## config.mk

```make
export PLATFORM = sky130hd
export DESIGN_NAME = cmm_chain_controller
export DESIGN_NICKNAME = d
export VERILOG_FILES = /design/src/rtl/cmm_chain_controller.sv
export SDC_FILE = /design/constraint.sdc
export NUM_CORES = 1
export LEC_CHECK = 0
export CAP_MARGIN = 20
export CORE_ASPECT_RATIO = 0.8
export CORE_MARGIN = 4
export CORE_UTILIZATION = 51
export CTS_CLUSTER_DIAMETER = 80
export DETAILED_ROUTE_END_ITERATION = 16
export PLACE_DENSITY = 0.95
export SYNTH_ARGS = -nofsm -noshare
export SYNTH_HDL_FRONTEND = slang
export SYNTH_SLANG_ARGS = --single-unit
export TNS_END_PERCENT = 30
```

## constraint.sdc

```tcl
create_clock -name CLK -period 4.8 [get_ports CLK]
set_clock_uncertainty 0.2 [all_clocks]
set_input_delay 0.48 -clock CLK [delete_from_list [all_inputs] [get_ports CLK]]
set_output_delay 0.48 -clock CLK [all_outputs]
set_load 0.01 [all_outputs]
```

## src/rtl/cmm_chain_controller.sv

```systemverilog
// cmm_chain_controller: row sequencer for the consecutive matrix multiplier (stage-1 stream, stage-2 accumulate).
// Optional watchdog enabled by defining CMM_TIMEOUT_EN.
module cmm_chain_controller #(
    parameter int K_DIM       = 64,
    parameter int K2_DIM      = 9,
    parameter int ROWS        = 32,
    parameter int NUM_PU      = 2,
    parameter int ADDR_W      = 11,
    parameter int TIMEOUT_CYC = 1024
) (
    input  logic                                    CLK,
    input  logic                                    RST,
    input  logic                                    START,
    input  logic                                    ABORT,
    input  logic [ADDR_W-1:0]                       BASE_ADDR,
    input  logic                                    PU_DONE,
    output logic                                    PU_PREVENT_ADR_CLR,
    output logic                                    PU_ACC_CLR,
    output logic                                    PU_START,
    output logic [$clog2(K_DIM)-1:0]                PU_ACC_NUM,
    output logic [NUM_PU-1:0]                       PU_SEL,
    output logic [ADDR_W-1:0]                       INPUT_BRAM_ADDR,
    output logic                                    INPUT_BRAM_RD_EN,
    output logic                                    SHIFT_EN,
    output logic                                    DATA_IN_EN,
    output logic                                    BUSY,
    output logic                                    DONE,
    output logic                                    DONE_ROW,
    output logic [((ROWS > 1) ? $clog2(ROWS) : 1)-1:0] ROW_NUM,
    output logic                                    ERROR
);
    localparam int AW = $clog2(K_DIM);
    localparam int RW = (ROWS > 1) ? $clog2(ROWS) : 1;

    typedef enum logic [3:0] {
        IDLE, LOAD, STREAM, WAIT1, CAP0, CAP1, CLR, START2, STREAM2, ROW_END, GAP, FINISH
    } state_t;

    state_t        state, next;
    logic [AW-1:0] cnt;
    logic          timeout;
    logic          accept;

    assign accept = state == IDLE && START && !ABORT;

`ifdef CMM_TIMEOUT_EN
    localparam int TW = $clog2(TIMEOUT_CYC + 1);
    logic [TW-1:0] tcnt;
    logic          waiting;

    assign waiting = state == WAIT1 || state == STREAM2;
    assign timeout = waiting && !PU_DONE && tcnt == TW'(TIMEOUT_CYC - 1);

    always_ff @(posedge CLK) begin
        if (RST) begin
            tcnt  <= '0;
            ERROR <= 1'b0;
        end else begin
            tcnt <= waiting ? tcnt + 1'b1 : '0;
            if (accept)
                ERROR <= 1'b0;
            else if (timeout && !ABORT)
                ERROR <= 1'b1;
        end
    end
`else
    assign timeout = 1'b0;
    assign ERROR   = 1'b0;
`endif

    always_ff @(posedge CLK) begin
        if (RST) begin
            state           <= IDLE;
            cnt             <= '0;
            INPUT_BRAM_ADDR <= '0;
            ROW_NUM         <= '0;
        end else begin
            state <= next;
            cnt   <= (state == STREAM) ? cnt + 1'b1 : '0;
            if (accept) begin
                INPUT_BRAM_ADDR <= BASE_ADDR;
                ROW_NUM         <= '0;
            end else if (!ABORT && state == STREAM) begin
                INPUT_BRAM_ADDR <= INPUT_BRAM_ADDR + 1'b1;
            end else if (!ABORT && state == ROW_END) begin
                INPUT_BRAM_ADDR <= INPUT_BRAM_ADDR + 1'b1;
                ROW_NUM         <= ROW_NUM + 1'b1;
            end
        end
    end

    // ABORT outranks every other transition once a run is in progress
    always_comb begin
        next = state;
        if (state != IDLE && ABORT)
            next = IDLE;
        else
            case (state)
                IDLE:    next = accept ? LOAD : IDLE;
                LOAD:    next = STREAM;
                STREAM:  next = (cnt == AW'(K_DIM - 2)) ? WAIT1 : STREAM;
                WAIT1:   next = timeout ? IDLE : PU_DONE ? CAP0 : WAIT1;
                CAP0:    next = CAP1;
                CAP1:    next = CLR;
                CLR:     next = START2;
                START2:  next = STREAM2;
                STREAM2: next = timeout ? IDLE : !PU_DONE ? STREAM2 :
                                (ROW_NUM == RW'(ROWS - 1)) ? FINISH : ROW_END;
                ROW_END: next = GAP;
                GAP:     next = LOAD;
                FINISH:  next = IDLE;
                default: next = IDLE;
            endcase
        PU_START           = state == LOAD || state == START2;
        INPUT_BRAM_RD_EN   = state == LOAD || state == STREAM || state == WAIT1;
        PU_SEL             = (state == CAP0 || state == CAP1 || state == CLR || state == START2 ||
                              state == STREAM2) ? '1 : '0;
        PU_ACC_NUM         = INPUT_BRAM_RD_EN ? AW'(K_DIM - 1) :
                             (state == CLR || state == START2 || state == STREAM2) ? AW'(K2_DIM - 1) : '0;
        DATA_IN_EN         = state == CAP0 || state == CAP1;
        PU_PREVENT_ADR_CLR = state == CAP1 || state == CLR || state == START2;
        PU_ACC_CLR         = state == CLR || state == ROW_END || state == FINISH;
        SHIFT_EN           = state == STREAM2;
        DONE_ROW           = state == ROW_END || state == FINISH;
        DONE               = state == FINISH;
        BUSY               = state != IDLE;
    end
endmodule

```

* Word level (Yosys, flattened, before mapping)
Index checks and enable logic that the tools add are counted.
** Operators by class
- Multiplexer cells :: 12
- Bitwise logic cells :: 2
- Eq/ne operators :: 13
- Reductions and logical operators :: 27
- Add/sub/neg operators :: 3
** Operators with widths (count)
- $pmux W4 S11 :: 1
- $mux W11 :: 3
- $eq A4 B3 Y1 const B :: 4
- $eq A4 B4 Y1 const B :: 4
- $logic_or A1 B1 Y1 :: 14
- $add A11 B1 Y11 const B :: 1
- $eq A4 B2 Y1 const B :: 2
- $add A6 B1 Y6 const B :: 1
- $eq A6 B6 Y1 const B :: 1
- $mux W2 :: 3
- $mux W6 :: 1
- $reduce_or A2 Y1 :: 3
- $add A5 B1 Y5 const B :: 1
- $eq A5 B5 Y1 const B :: 1
- $logic_and A1 B1 Y1 :: 5
- $eq A4 B1 Y1 const B :: 1
- $logic_not A4 Y1 :: 1
- $mux W4 :: 1
- $reduce_bool A4 Y1 :: 1
- $mux W3 :: 1
- $reduce_bool A3 Y1 :: 1
- $mux W1 :: 2
- $not A1 Y1 :: 2
- $reduce_and A2 Y1 :: 1
- $logic_not A1 Y1 :: 1
** Word-level totals
- Input port bits :: 16
- Flip-flop bits (word level) :: 26
- Logic and storage cells :: 61

* Depth between registers and ports, before layout
Gate-level depths: netlist of run 1.
- Depth after elaboration :: 6
- Depth in mapped cells :: 7
- Depth with buffers taken out :: 5

* Least setup slack after synthesis of run 1
OpenSTA, ideal clock, no wires.
- Kind :: register to output
- From :: register state[0]
- To :: output PU_ACC_NUM[0]
- Buffers on the path :: 3
- Slack :: 2.565 ns
- Data arrival time :: 1.555 ns
- Stages on the path, launching flop included :: 6
- Data required time :: 4.120 ns
- Cells stage by stage :: dfxtp_1 > buf_6 > clkbuf_1 > nor2_1 > nor3_1 > buf_4
** On the way
- Word-level cells in the longest chain between the ends :: 4
** Ends and longest elaborated chain
- from (decl) :: RTL line 39 : state_t state, next;
- from (signal assigned) :: RTL line 78 : state <= next;
- $eq A4 B1 Y1 / $eq A4 B2 Y1 (equally long branches) :: RTL line 115 : INPUT_BRAM_RD_EN = state == LOAD || state == STREAM || state == WAIT1;
- $logic_or A1 B1 Y1 :: RTL line 115
- $logic_or A1 B1 Y1 (*) :: RTL line 115
- named net INPUT_BRAM_RD_EN :: RTL line 23 : output logic INPUT_BRAM_RD_EN,
- $mux W6 (*) :: RTL line 118 : PU_ACC_NUM = INPUT_BRAM_RD_EN ? AW'(K_DIM - 1) :
- to (decl) :: RTL line 20 : output logic [$clog2(K_DIM)-1:0] PU_ACC_NUM,
The timed path passes the listed nets; every way through them passes the cells marked *.

* Worst setup path in the final report of run 1
- From :: register state[1]
- To :: output PU_ACC_NUM[5]
** On the way
- Word-level cells in the longest chain between the ends :: 4
** Ends and longest elaborated chain (RTL line)
- $eq A4 B1 Y1 / $eq A4 B2 Y1 (equally long branches) :: 115
- $logic_or A1 B1 Y1 :: 115
- $logic_or A1 B1 Y1 (*) :: 115
- $mux W6 (*) :: 118
Mark *: on every way between the ends. The rest lies on a longest branch, timed or not.

==> key figures, run 1 <==
Finish
  – Number of fill cells: 249
  – Fraction of layout cells with a size suffix above 1: 0.06276
  – Fin cells: 279
  – Nets@finish: 261
  – Fin area: 0.002200 mm2
  – # diodes: 0
  – Syn-to-layout area delta: 27.58%

Power and ir drop
  – Leak Pwr: 0.0007532 uW
  – Power Density: 233.6 mW/mm2
  – Worst VDD drop: 0.0001589 V

Setup path
  – Critical path's top delay family: flip-flops
  – Critical path endpoint category: primary output
  – WP data required: 4.12 ns
  – Slowest CP cell: dfxtp_1
  – Worst path max stage delay: 0.75 ns
  – Buf/Inv on CP: 1
  – CP cell instances: nor2_1 -> nor3_1 -> clkdlybuf4s50_1
  – Worst-path fanout max: 18
  – Critical path class: reg2out
  – Worst EP arrival: 2.26 ns
  – CP startpoint kind: flop

Synth
  – Yosys warns: 0
  – Synth Flop Type: dfxtp_1
  – Mapped Cells: 208
  – Avg Synthesized Cell Area: 8.289 um2
  – Synthesized flop and latch total: 26
  – Async SR Flop Fraction: 0
  – Yosys top cell by area: dfxtp_1
  – Synthesized area: 0.001724 mm2
  – Net Count, Synth: 229
  – Register area share after synthesis: 0.3019
  – Synth top area share: 0.3019
  – Area contributors post-synth: dfxtp_1 (30%), nor2_1 (5.4%), buf_4 (4.4%)
  – Synth cell types: 55
  – Count leader, synth: dfxtp_1
  – Post-synth EDFFs: 0
  – Synth top cells by count: dfxtp_1 (26), nor2_1 (25), a21oi_1 (11)

Clocking
  – Max clock buf depth: 2
  – Clock root cell: clkbuf_8
  – Post-cts sizing count: 0
  – Num CTS Buffers: 3
  – Reg clk slew, reported paths: 0.09 ns
  – Setup Fix Bufs, Post-CTS: 0
  – Clk Latency, worst-skew pair: 0.27 ns
  – Hold_buf cts: 0
  – CTS tree: yes
  – H-tree Lvls: 1
  – Clk sinks: 26

Die
  – Die width: 73.01 um
  – IO Pins: 50
  – Core Rows: 18
  – Die area: 0.004381 mm2
  – Total core area: 0.003176 mm2
  – Starting Density: 0.5429
  – Die Span Y: 60.01 um

Routing
  – Antenna Violating Nets Remaining: 0
  – Drt initial violations: 188
  – DRT Pass-1 Iters: 5
  – Vias per cell: 5.971
  – Post-DR wirelength/cell: 15.48 um
  – Drt drc: 0
  – Via total after detailed routing: 1,666
  – WL final: 4320 um

Global routing
  – Vias in the first global route: 1,464
  – Initial antenna violation count: 0
  – Met1 usage: 0.2713
  – Largest net degree at the start of global routing: 23
  – GRT Max-Usage Layer: met2
  – Met3 GRT Util: 0.03866
  – First-pass GRT wire length: 6713 um
  – Tot GR Track Use: 0.1943
  – Grt total ovfl: 0
  – M2 GR Usage: 0.3006

STA
  – Min Clock Period, post-route: 2.944 ns
  – Final setup viols: 0
  – Unrepaired setup endpoints after global routing: no
  – Relative slew margins: 0.4253
  – Setup tns final: 0 ns
  – Final hold violations: 0
  – FMAX: 339.7 MHz
  – Tightest Pin Transition: 0.8593 ns
  – Tcrit/Tclk final: 0.6134
  – Final Max Slew Viols: 0

Place
  – Port Buf Inserts: 48
  – Placed insts: 275
  – Final GP Congestion: 0.8810
  – Hpwl dp: 3131 um
  – Area post-placement: 0.002128 mm2

Run status
  – Status: finished clean

Worst hold path
  – Hold crit path type: reg2reg

Job
  – Max-cap violations: 0
flip-flops by register name, summed over array words and instances (netlist names):
name             flops
INPUT_BRAM_ADDR     11
ROW_NUM              5
cnt                  6
state                4
path summary, 6_finish.rpt:
check,endpoint,slack (ns),startpoint,cells past startpoint
hold reg to reg,cnt[0]$_SDFF_PP0_,0.28,cnt[0]$_SDFF_PP0_,1
setup / recovery,PU_ACC_NUM[5],1.86,state[1]$_SDFF_PP0_,3
setup reg to reg,INPUT_BRAM_ADDR[1]$_SDFFE_PP0P_,2.28,state[1]$_SDFF_PP0_,5
hold / removal,cnt[0]$_SDFF_PP0_,0.28,cnt[0]$_SDFF_PP0_,1
layout by cell type (no fill, tap or decap), drive strengths merged, types with 4 or more instances in the layout:
cell type      Yosys  layout
clkdlybuf4s50      0      48
nand4              5       5
nor2              25      25
nand3             11      11
dfxtp             26      26
ha                 5       5
nor3               8       8
nand2b             7       7
a21oi             11      11
nand2              6       6
xor2               6       6
inv                8       8
a211oi             9       9
xnor2              4       4
o21ai              5       5
power by group:
| group | switching [uW] | internal, uW | total (uW) | leakage (uW) |
|---|---|---|---|---|
| logic | 47.4 | 50.3 | 97.8 | 0.000507 |
| registers | 13.3 | 222 | 235 | 0.000211 |
| clock network | 69.1 | 112 | 181 | 0.0000357 |
| total | 130 | 384 | 514 | 0.000753 |
worst register-to-register path: stages, from the launching register on:
cell      delay, ns
dfxtp_1        0.52
nor4_4         0.60
inv_2          0.10
nor2_1         0.59
nand2_1        0.16
a311oi_2       0.25
kinds of logic after synthesis:
group                    count (synthesis)  synth area share
AND/OR/NAND/NOR                         83            0.2692
AO/OA/AOI/OAI                           52            0.2373
buffers and inverters                   29           0.09071
flip-flops                              26            0.3019
XOR/XNOR                                10           0.05080
adder cells (fa/ha/maj)                  5           0.03628
multiplexers                             2           0.01161
other                                    1          0.002175
final cells by class:
class / instances / area, um2 / share of cell area
Sequential cell: 26 / 520.5 / 0.2366
Clock inverter: 1 / 30.03 / 0.01365
Inverter: 8 / 30.03 / 0.01365
Timing Repair Buffer: 48 / 480.5 / 0.2184
Clock buffer: 3 / 41.29 / 0.01877
Tap cell: 40 / 50.05 / 0.02275
Multi-Input combinational cell: 153 / 1047 / 0.4761
through the flow:
stage | utilization | power (uW) | setup WS (ns) | hold WS (ns)
after floorplan | - | 297.5 | 2.565 | 0.2256
after global placement | 0.6702 | 334.0 | 2.270 | 0.2430
after detailed placement | 0.6702 | 335.9 | 2.173 | 0.2639
after CTS | 0.6927 | 516.0 | 1.868 | 0.2837
after global routing | 0.6927 | 535.8 | 1.651 | 0.3017
final | 0.6927 | 513.9 | 1.856 | 0.2810
layer usage:
metal / wire [um] / vias up
met5: 0 / -
met4: 55 / 0
met3: 294 / 6
met2: 1972 / 65
met1: 1997 / 774
li1: - / 821
Note: power is estimated with default switching activity, not from simulation.
==> run 2, diff against run 1 <==
--- a/config.mk
+++ b/config.mk
@@ -8,10 +8,10 @@
 export CAP_MARGIN = 20
 export CORE_ASPECT_RATIO = 0.8
 export CORE_MARGIN = 4
-export CORE_UTILIZATION = 51
+export CORE_UTILIZATION = 43
 export CTS_CLUSTER_DIAMETER = 80
 export DETAILED_ROUTE_END_ITERATION = 16
-export PLACE_DENSITY = 0.95
+export PLACE_DENSITY = 0.88
 export SYNTH_ARGS = -nofsm -noshare
 export SYNTH_HDL_FRONTEND = slang
 export SYNTH_SLANG_ARGS = --single-unit
==> constraint.sdc (replaced) <==
create_clock -name CLK -period 2.4 [get_ports CLK]
set_clock_uncertainty 0.2 [all_clocks]
set_input_delay 0.24 -clock CLK [delete_from_list [all_inputs] [get_ports CLK]]
set_output_delay 0.24 -clock CLK [all_outputs]
set_load 0.01 [all_outputs]
==> key figures, run 2 (same netlist as run 1, synthesis figures left out) <==
Routing
  – Antenna Violating Nets Remaining: 0
  – Vias per cell: 5.480
  – Post-DR wirelength/cell: 14.17 um
  – Via total after detailed routing: 1,666
  – Drt initial violations: 168
  – DRT Pass-1 Iters: 4
  – WL final: 4307 um
  – Drt drc: 0

Power and ir drop
  – Switching power: 272.8 uW
  – Leak Pwr: 0.0008043 uW
  – Power Density: 458.5 mW/mm2
  – Worst VDD drop: 0.0003288 V
  – Switching part of the total: 0.2591
  – Proportion of power drawn by the clock network: 0.355
  – Internal power: 779.9 uW
  – Combinational cell fraction of total power: 0.200
  – Sequential Power Share: 0.445

Setup path
  – Reg2reg start: state[3]$_SDFF_PP0_
  – Worst-path fanout max: 8
  – Critical path class: reg2out
  – Critical path endpoint category: primary output
  – RR Endpoint: INPUT_BRAM_ADDR[7]$_SDFFE_PP0P_
  – Critical Path End: BUSY
  – Crit path from: state[3]$_SDFF_PP0_
  – WP data required: 1.96 ns
  – Reg-to-reg slack, setup: 0.30 ns
  – Worst EP arrival: 1.86 ns
  – R2R depth: 6
  – CP startpoint kind: flop

STA
  – Min Clock Period, post-route: 2.298 ns
  – Unrepaired setup endpoints after global routing: no
  – FMAX: 435.2 MHz
  – Final setup viols: 0
  – Setup tns final: 0 ns
  – Tcrit/Tclk final: 0.9575
  – Final hold violations: 0
  – Final Max Slew Viols: 0

Clocking
  – Num CTS Buffers: 3
  – Clock root cell: clkbuf_8
  – CTS tree: yes
  – Reg clk slew, reported paths: 0.10 ns
  – Clk sinks: 26
  – Max clock buf depth: 2
  – H-tree Lvls: 1
  – Clk Latency, worst-skew pair: 0.28 ns

Die
  – Starting Density: 0.4503
  – Total core area: 0.003829 mm2
  – Die area: 0.005093 mm2
  – Die width: 78.80 um
  – Die Span Y: 64.64 um
  – Core Rows: 20
  – IO Pins: 50

Finish
  – Most common cell after layout, fill and taps aside: clkdlybuf4s50_1
  – Nets@finish: 271
  – # diodes: 0
  – Fraction of layout cells with a size suffix above 1: 0.1084
  – Syn-to-layout area delta: 33.16%
  – Max reg flops: 11
  – Regs by FF count: INPUT_BRAM_ADDR: 11 flops, cnt: 6 flops, ROW_NUM: 5 flops
  – Most flop-heavy register: INPUT_BRAM_ADDR
  – Commonest non-fill, non-tap cells in the layout: clkdlybuf4s50_1 (48), nor2_1 (25), dfxtp_1 (24)
  – Final Util: 0.5997

Global routing
  – Vias in the first global route: 1,529
  – Tot GR Track Use: 0.1689
  – Largest net degree at the start of global routing: 21
  – Grt total ovfl: 0
  – First-pass GRT wire length: 6962 um
  – Initial antenna violation count: 0

Worst hold path
  – Hold crit path type: reg2reg

Run status
  – Status: finished clean

Place
  – Hpwl dp: 3263 um
  – Port Buf Inserts: 48
  – Final GP Congestion: 0.8675

Job
  – Max-cap violations: 0
==> run 2: cell type report <==
cell class	count	area (um2)
fill	339	1533
multi-input combinational	153	1047
timing repair buffer	58	555.5
sequential	26	523.0
tap	55	68.82
clock buffer	3	41.29
clock inverter	1	30.03
inverter	8	30.03
==> run 2: worst max-delay path, stage by stage, from the launching register on <==
cell and delay [ns]:
dfxtp_1 0.40, buf_4 0.20, nor4_4 0.38, inv_2 0.10
clkdlybuf4s50_1 0.50
==> run 2: routing by layer <==
metal / up-vias / share of wire / track usage
li1: 840 / - / -
met1: 768 / 0.47 / 0.2227
met2: 50 / 0.46 / 0.2669
met3: 8 / 0.048 / 0.04444
met4: 0 / 0.015 / 0.05677
met5: - / 0 / 0
==> run 2: worst min path at each step <==
stage,startpoint,to,slack [ns],cells after the start
after floorplan,BASE_ADDR[8],INPUT_BRAM_ADDR[8]$_SDFFE_PP0P_,0.22,2
after global placement,cnt[0]$_SDFF_PP0_,cnt[0]$_SDFF_PP0_,0.24,1
after detailed placement,cnt[0]$_SDFF_PP0_,cnt[0]$_SDFF_PP0_,0.26,1
after CTS,cnt[0]$_SDFF_PP0_,cnt[0]$_SDFF_PP0_,0.29,1
after global routing,cnt[0]$_SDFF_PP0_,cnt[0]$_SDFF_PP0_,0.30,1
final,cnt[0]$_SDFF_PP0_,cnt[0]$_SDFF_PP0_,0.27,1
==> run 2: repair_timing <==
action,in CTS,in global routing
buffers inserted,0,2
endpoints found under the setup margin,9,9
hold buffers,0,0
pin swaps,0,1
endpoints found under the hold margin,0,0
resized for setup,1,1
cloned,0,0
==> run 2: metrics by stage <==
stage	instance area [um2]	total power (uW)	hold WS (ns)	instances	setup WS (ns)
finish	2296	1053	0.2700	304	0.1020
global route	2296	1094	0.2991	304	0.03431
CTS	2280	1055	0.2861	302	0.005047
detailed placement	2207	681.5	0.2626	298	0.2235
global placement	2207	677.3	0.2403	298	0.2434
floorplan	1724	594.9	0.2178	208	0.4046
==> run 2: power by group through the flow <==
stage	Sequential, uW	Combinational, uW	Clock, uW
finish	468	211	374
CTS	467	205	382
global route	472	225	397
floorplan	471	124	0
global placement	476	201	0
detailed placement	477	204	0
==> run 3, diff against run 2 <==
--- a/config.mk
+++ b/config.mk
@@ -6,7 +6,7 @@
 export NUM_CORES = 1
 export LEC_CHECK = 0
 export CAP_MARGIN = 20
-export CORE_ASPECT_RATIO = 0.8
+export CORE_ASPECT_RATIO = 0.7
 export CORE_MARGIN = 4
 export CORE_UTILIZATION = 43
 export CTS_CLUSTER_DIAMETER = 80
==> key figures, run 3 (same netlist as run 1, synthesis figures left out) <==
Run status
  – Status: finished clean

Setup path
  – Critical path endpoint category: primary output
  – CP cell instances: buf_4 -> nor4_4 -> buf_4 -> inv_2 -> clkdlybuf4s50_1
  – Reg-to-reg slack, setup: 0.39 ns
  – RR Endpoint: INPUT_BRAM_ADDR[5]$_SDFFE_PP0P_
  – WP data required: 1.96 ns
  – Worst-path fanout max: 9
  – Slowest CP cell: clkdlybuf4s50_1
  – Cell mode on critical path: buf_4
  – Critical path class: reg2out
  – R2R depth: 5
  – Worst EP arrival: 1.83 ns
  – Worst path max stage delay: 0.48 ns
  – CP startpoint kind: flop
  – Reg2reg start: state[3]$_SDFF_PP0_

Finish
  – Fraction of layout cells with a size suffix above 1: 0.1270
  – # diodes: 0
  – Regs by FF count: INPUT_BRAM_ADDR: 11 flops, cnt: 6 flops, ROW_NUM: 5 flops
  – Syn-to-layout area delta: 34.69%
  – Nets@finish: 274
  – Max reg flops: 11
  – Commonest non-fill, non-tap cells in the layout: clkdlybuf4s50_1 (48), nor2_1 (25), dfxtp_1 (24)
  – Most common cell after layout, fill and taps aside: clkdlybuf4s50_1
  – Most flop-heavy register: INPUT_BRAM_ADDR

Global routing
  – Grt total ovfl: 0
  – Largest net degree at the start of global routing: 16
  – Initial antenna violation count: 0
  – Vias in the first global route: 1,574
  – First-pass GRT wire length: 7624 um
  – Tot GR Track Use: 0.1859

STA
  – Final hold violations: 0
  – Min Clock Period, post-route: 2.268 ns
  – Final setup viols: 0
  – Min Hold Slack: 0.2749 ns
  – Final Max Slew Viols: 0
  – Setup tns final: 0 ns
  – Tcrit/Tclk final: 0.9450
  – Unrepaired setup endpoints after global routing: no
  – FMAX: 440.9 MHz

Clocking
  – Clock root cell: clkbuf_8
  – Clk sinks: 26
  – Num CTS Buffers: 3
  – Hold_buf cts: 0
  – Reg clk slew, reported paths: 0.09 ns
  – H-tree Lvls: 1
  – Clk Latency, worst-skew pair: 0.28 ns
  – Max clock buf depth: 2
  – CTS tree: yes

Routing
  – WL final: 4763 um
  – Via total after detailed routing: 1,753
  – Drt initial violations: 194
  – Vias per cell: 5.805
  – DRT Pass-1 Iters: 5
  – Drt drc: 0
  – Post-DR wirelength/cell: 15.77 um
  – Antenna Violating Nets Remaining: 0

Die
  – Total core area: 0.003694 mm2
  – IO Pins: 50
  – Die width: 83.69 um
  – Die Span Y: 60.98 um
  – Starting Density: 0.4668
  – Core Rows: 18
  – Die area: 0.005103 mm2

Power and ir drop
  – Switching part of the total: 0.2600
  – Proportion of power drawn by the clock network: 0.350
  – Internal power: 781.5 uW
  – Switching power: 274.5 uW
  – Combinational cell fraction of total power: 0.210
  – Worst VDD drop: 0.0002510 V
  – Power Density: 454.7 mW/mm2
  – Sequential Power Share: 0.439
  – Leak Pwr: 0.0008273 uW

Place
  – Port Buf Inserts: 48
  – Final GP Congestion: 0.8490
  – Hpwl dp: 3450 um

Worst hold path
  – Hold crit path type: reg2reg
  – Hold worst-path end: cnt[0]$_SDFF_PP0_
  – Hold_sp: cnt[0]$_SDFF_PP0_
  – Worst hold stages: 1

Job
  – Max-cap violations: 0
[run 3: changes by cell type in the layout (fill, tap and decap cells not counted)]
cell | previous run | this run
buf_4 | 10 | 13
nor3_1 | 8 | 6
nor3_2 | 0 | 2
[run 3: how the worst max path moves through the flow]
stage	startpoint	to	slack, ns	depth (start not counted)
3_3_place_gp	START	INPUT_BRAM_ADDR[7]$_SDFFE_PP0P_	0.31	5
4_1_cts	state[3]$_SDFF_PP0_	PU_SEL[0]	0.01	4
2_1_floorplan	state[0]$_SDFF_PP0_	PU_ACC_NUM[0]	0.40	5
5_1_grt	state[2]$_SDFF_PP0_	PU_SEL[0]	0.02	4
6_report	state[3]$_SDFF_PP0_	BUSY	0.13	5
3_5_place_dp	state[1]$_SDFF_PP0_	PU_ACC_NUM[2]	0.24	3
[run 3: power by group through the flow]
stage               Combinational [uW]  Sequential (uW)  Clock, uW
floorplan                          124              471          0
global placement                   210              472          0
detailed placement                 212              473          0
CTS                                215              463        371
global route                       237              467        393
finish                             222              464        370
[run 3: worst max-delay path: cells and delay by family, from the launching register on]
family | cells | cell delay, ns
simple gates | 1 | 0.26
buf+inv | 4 | 0.91
flops | 1 | 0.38
[run 3: routing by layer]
layer / up-vias / wire, um / GRT usage
met2: 92 / 2117 / 0.2945
met3: 13 / 412 / 0.04478
li1: 848 / - / -
met1: 800 / 2125 / 0.2510
met5: - / 0 / 0
met4: 0 / 107 / 0.06881
[run 3: through the flow]
step	setup WS, ns	util	cells	cell area [um2]	total power (uW)
3_5_place_dp	0.2359	0.6020	296	2223	685.3
6_report	0.1320	0.6287	302	2322	1056
2_1_floorplan	0.4046	-	208	1724	594.9
3_3_place_gp	0.3122	0.6020	296	2223	681.8
4_1_cts	0.01206	0.6226	300	2300	1050
5_1_grt	0.02282	0.6287	302	2322	1096
[run 3: final cells by class]
class,count,area [um2]
timing repair buffer,61,578.1
clock buffer,3,41.29
clock inverter,1,30.03
sequential,26,523.0
inverter,8,30.03
multi-input combinational,153,1057
tap,50,62.56
fill,306,1371
[run 3: repair_timing]
action	in CTS	in global routing
setup endpoints to repair	6	11
buffers inserted	0	2
resized for setup	1	3
pin swaps	0	1
